===== src/rtl/mcc_seq_wide_adder.sv =====
// Sequential wide adder: WIDTH-bit operands are summed CHUNK bits per cycle through
// one Manchester-carry-chain slice adder, with the slice carry held in a register.

module AdderBlock64bit #(
    parameter int size = 64
) (
    input  logic [size-1:0] a,
    input  logic [size-1:0] b,
    input  logic            cin,
    output logic [size-1:0] s,
    output logic            cout
);
    logic [size-1:0] p;
    logic [size-1:0] g;
    logic [size:0]   c;

    assign p = a ^ b;
    assign g = a & b;

    // Static carry chain: each node either generates, passes (propagate) or kills.
    always_comb begin
        c    = '0;
        c[0] = cin;
        for (int unsigned i = 0; i < size; i++) begin
            c[i+1] = g[i] | (p[i] & c[i]);
        end
    end

    assign s    = p ^ c[size-1:0];
    assign cout = c[size];
endmodule

module mcc_seq_wide_adder #(
    parameter int WIDTH = 64,
    parameter int CHUNK = 16
) (
    input  logic             clk,
    input  logic             rst_n,
    input  logic             in_valid,
    output logic             in_ready,
    input  logic [WIDTH-1:0] a,
    input  logic [WIDTH-1:0] b,
    input  logic             cin,
    output logic             out_valid,
    input  logic             out_ready,
    output logic [WIDTH-1:0] sum,
    output logic             cout,
    output logic             busy
);
    localparam int N  = WIDTH / CHUNK;
    localparam int IW = (N > 1) ? $clog2(N) : 1;
    localparam logic [IW-1:0] IDX_LAST = IW'(N - 1);

    typedef enum logic [1:0] {IDLE, RUN, DONE} state_e;

    state_e           state_q, state_d;
    logic [WIDTH-1:0] a_q, a_d, b_q, b_d, sum_q, sum_d;
    logic             carry_q, carry_d, cout_q, cout_d;
    logic [IW-1:0]    idx_q, idx_d;

    logic [CHUNK-1:0] sl_a, sl_b, sl_s;
    logic             sl_co;

    always_comb begin
        sl_a = '0;
        sl_b = '0;
        for (int unsigned i = 0; i < N; i++) begin
            if (idx_q == IW'(i)) begin
                sl_a = a_q[i*CHUNK +: CHUNK];
                sl_b = b_q[i*CHUNK +: CHUNK];
            end
        end
    end

    AdderBlock64bit #(.size(CHUNK)) u_mcc (
        .a    (sl_a),
        .b    (sl_b),
        .cin  (carry_q),
        .s    (sl_s),
        .cout (sl_co)
    );

    always_ff @(posedge clk or negedge rst_n) begin
        if (!rst_n) state_q <= IDLE;
        else        state_q <= state_d;
    end

    always_comb begin
        state_d = state_q;
        case (state_q)
            IDLE:    if (in_valid) state_d = RUN;
            RUN:     if (idx_q == IDX_LAST) state_d = DONE;
            DONE:    if (out_ready) state_d = IDLE;
            default: state_d = IDLE;
        endcase
    end

    always_comb begin
        in_ready  = (state_q == IDLE);
        out_valid = (state_q == DONE);
        busy      = (state_q == RUN) || (state_q == DONE);
    end

    always_comb begin
        a_d     = a_q;
        b_d     = b_q;
        sum_d   = sum_q;
        carry_d = carry_q;
        cout_d  = cout_q;
        idx_d   = idx_q;
        case (state_q)
            IDLE: begin
                if (in_valid) begin
                    a_d     = a;
                    b_d     = b;
                    carry_d = cin;
                    idx_d   = '0;
                end
            end
            RUN: begin
                for (int unsigned i = 0; i < N; i++) begin
                    if (idx_q == IW'(i)) sum_d[i*CHUNK +: CHUNK] = sl_s;
                end
                carry_d = sl_co;
                if (idx_q == IDX_LAST) cout_d = sl_co;
                else                   idx_d  = idx_q + 1'b1;
            end
            default: ;
        endcase
    end

    always_ff @(posedge clk or negedge rst_n) begin
        if (!rst_n) begin
            a_q     <= '0;
            b_q     <= '0;
            sum_q   <= '0;
            carry_q <= 1'b0;
            cout_q  <= 1'b0;
            idx_q   <= '0;
        end else begin
            a_q     <= a_d;
            b_q     <= b_d;
            sum_q   <= sum_d;
            carry_q <= carry_d;
            cout_q  <= cout_d;
            idx_q   <= idx_d;
        end
    end

    assign sum  = sum_q;
    assign cout = cout_q;
endmodule


===== config.mk =====
export PLATFORM = sky130hd
export DESIGN_NAME = mcc_seq_wide_adder
export DESIGN_NICKNAME = d
export VERILOG_FILES = /design/src/rtl/mcc_seq_wide_adder.sv
export SDC_FILE = /design/constraint.sdc
export NUM_CORES = 1
export LEC_CHECK = 0
export CORE_MARGIN = 1.5
export CORE_UTILIZATION = 43
export CTS_BUF_LIST = sky130_fd_sc_hd__clkbuf_8
export CTS_CLUSTER_SIZE = 40
export DETAILED_ROUTE_END_ITERATION = 16
export MAX_ROUTING_LAYER = met4
export PLACE_DENSITY = 0.69
export SYNTH_ARGS = -nofsm -noshare
export SYNTH_HDL_FRONTEND = slang
export SYNTH_SLANG_ARGS = --single-unit

===== constraint.sdc =====
create_clock -name clk -period 24.9 [get_ports clk]
set_input_delay 4.98 -clock clk [delete_from_list [all_inputs] [get_ports clk]]
set_output_delay 4.98 -clock clk [all_outputs]
set_load 0.05 [all_outputs]

==> out/metrics.yaml <==
critical_path:
  critPathLaunchType: "flop"
  path_max_fanout: 62
  r2r.worst_path.cells: 24
  worst_ep_required_time_ns: 25.24
  r2r-end: "sum[63]"
  r2r_setup_slack_ns: 15.86
  cp.arrival_ns: 9.38
  r2r-start: "idx_q[1]"
  critPathKind: "flop to flop"
  end_kind: "flop"
clocking:
  clock_path_buffers: 2
  cts_resized: 0
  clk_latency_ns: 0.46
  post-cts-setup-buffers: 0
  numCtsBuffers: 17
  cts_sinks: 198
  cts.clk_slew.worst_paths_ns: 0.10
  cts_max_level: 4
  cts_root_buf: "clkbuf_8"
  hold_buffers: 0
  tritoncts: "done"
synthesis:
  yosys.area.top_type_share: 0.5258
  synth_area_per_cell_um2: 12.96
  synthFlopType: "dfrtp_1"
  ys_seq_elements: 198
  synthDistinctLibCells: 33
  synth_top_area_cell: "dfrtp_1"
  synth_edf_count: 0
  async_flop_share: 1.000
  ys_warn_count: 0
  synth.most_common_cell: "dfrtp_1"
  syn-cell-area_um2: 9424
  synth_cells: 727
  synth_commonest_cells: "198 x dfrtp_1, 120 x mux2_4, 81 x nand2_1, 78 x o21ai_0, 58 x a21oi_1"
  synth_area_leaders: "dfrtp_1 53%, mux2_4 19%, o21ai_0 4.1%, fa_1 3.4%, nand2_1 3.2%"
  yosysSeqAreaShare: 0.5258
  synth_nets: 883
cells_and_area:
  stdcell_count: 1190
  area_delta_synth_final_pct: 25.44
  nets: 1059
  layout-drive-gt1-share: 0.2087
  antennaDiodeCount: 0
die:
  rows: 53
  die_x_um: 151.0
  dieArea_um2: 22810
  fp.dieH_um: 151.0
  coreArea_um2: 21290
  initial_utilization: 0.4427
  io_pins: 201
global_routing:
  grt_start_max_net_pins: 137
  met2_usage: 0.2909
  grt_pass1_wl_um: 33260
  use_met1: 0.2936
  busiest_layer: "met1"
  grt_pass1_vias: 6063
  antenna_found_initial: 0
  overflow: 0
  grtUsageMet3: 0.03163
  track_usage: 0.2011
power:
  p_sw_frac: 0.4373
  vdd_drop_max_mv: 0.06700
  clkPwrFrac: 0.108
  p_switching_uw: 834.6
  power_frac_seq: 0.307
  power_frac_comb: 0.584
  power_density_nw_per_um2: 161.4
  internal_power_mw: 1.074
  leakagePower_nw: 5.403
  power_mw: 1.908
detailed_routing:
  postRouteAntennaNets: 0
  route.detailed.drc: 0
  vias: 5988
  first_iter_violations: 394
  wire_per_inst_um: 18.21
  wirelength_um: 21670
  drt_first_pass_iters: 4
  vias_per_cell: 5.032
placed_design:
  pre_cts_slack_ns: 15.81
  dp_hpwl_um: 15490
  numPortBuffers: 200
  routabilityCongestion: 0.7634
  dp.cells: 1159
sta:
  min_period_over_period: 0.3629
  slew_headroom: 0.2861
  period_needed_ns: 9.036
  report.final.slew_viol_count: 0
  fin_hold_ws_ns: 0.4848
  finalSetupTns_ns: 0
  clock.fmax_mhz: 110.7
  rsz0062_at_grt: "no"
  worstMarginPinSlew_ns: 1.071
  fin_worst_skew_ns: 0.01273
  hold_viol_final: 0
  fin_ws_ns: 15.86
  setup_viol: 0
hold_path:
  holdCritPathClass: "flop to flop"
  whs_endpoint: "sum[44]"
  min_path_cells: 2
  min_from: "sum[44]"
status:
  status: "finished, final reports clean"
flow_run:
  max_cap_violations: 0
-- kinds of logic (layout without fill, tap and decap cells) --
group / Yosys count / count (layout) / synth area share
adder cells (fa/ha/maj): 23 / 23 / 0.04328
flip-flops: 198 / 198 / 0.5258
AO/OA/AOI/OAI: 179 / 179 / 0.1083
AND/OR/NAND/NOR: 96 / 96 / 0.04275
buffers and inverters: 85 / 273 / 0.05762
multiplexers: 146 / 146 / 0.2223
-- sequential cells by signal, indices dropped and copies added (netlist names) --
name	count
carry_q	1
idx_q	2
a_q	64
sum	64
state_q	2
b_q	64
cout	1
-- through the flow --
step,utilization,cell area [um2]
detailed placement,0.5369,11430
floorplan,-,9424
finish,0.5553,11820
global placement,0.5369,11430
global route,0.5553,11820
CTS,0.5553,11820
-- worst max-delay path, cell delays in order, from the launching register on --
cell     delay [ns]
dfrtp_1        0.43
inv_1          0.12
ha_2           0.90
a21oi_1        0.12
o21ai_0        0.12
a22o_1         0.19
fa_1           0.20
fa_1           0.21
fa_1           0.19
inv_1          0.06
fa_1           0.44
fa_1           0.46
fa_1           0.47
fa_1           0.48
fa_1           0.48
fa_1           0.48
fa_1           0.47
fa_1           0.46
fa_1           0.47
fa_1           0.46
fa_1           0.46
fa_1           0.42
inv_1          0.09
fa_1           0.46
mux2_2         0.29
-- placed cells by master (no fill, tap or decap), types with 2 or more instances in the layout --
cell / n
mux2_2: 26
a221o_1: 2
a22oi_1: 24
a22o_1: 8
clkdlybuf4s50_1: 199
nor2b_1: 4
buf_4: 5
inv_1: 39
a21oi_1: 58
clkinvlp_4: 5
dfrtp_1: 198
nand2_1: 81
ha_2: 3
bufinv_16: 2
ha_1: 4
a221oi_1: 2
o21ai_0: 78
o31ai_1: 2
nand2_2: 3
clkinv_4: 2
mux2_4: 120
fa_1: 16
clkbuf_8: 20
-- worst max-delay path by stage --
stage          startpoint      end  slack [ns]  depth (start not counted)
2_1_floorplan    idx_q[0]  sum[15]       16.76                         25
6_report         idx_q[1]  sum[63]       15.86                         24
3_3_place_gp     idx_q[1]  sum[63]       15.92                         24
5_1_grt          idx_q[1]  sum[47]       15.41                         24
3_5_place_dp     idx_q[1]  sum[63]       15.81                         24
4_1_cts          idx_q[1]  sum[63]       15.80                         24
-- per-layer routing --
| layer | part of all wire | vias up |
|---|---|---|
| li1 | - | 2859 |
| met1 | 0.49 | 2912 |
| met2 | 0.45 | 197 |
| met3 | 0.048 | 20 |
| met4 | 0.010 | 0 |
| met5 | 0 | - |
-- layout make-up --
cell class	count	area [um2]
clock buffer	19	261.5
clock inverter	12	131.4
fill	1765	9465
inverter	37	138.9
multi-input combinational	444	3948
sequential	198	4955
tap	275	344.1
timing repair buffer	205	2043
-- power by group through the flow --
stage / clock, mW / sequential [mW] / combinational [mW]
global route: 0.225 / 0.606 / 1.20
floorplan: 0 / 0.725 / 0.658
detailed placement: 0 / 0.591 / 1.12
global placement: 0 / 0.589 / 1.10
finish: 0.207 / 0.586 / 1.12
CTS: 0.211 / 0.586 / 1.12
(Power assumes the default switching activity.)
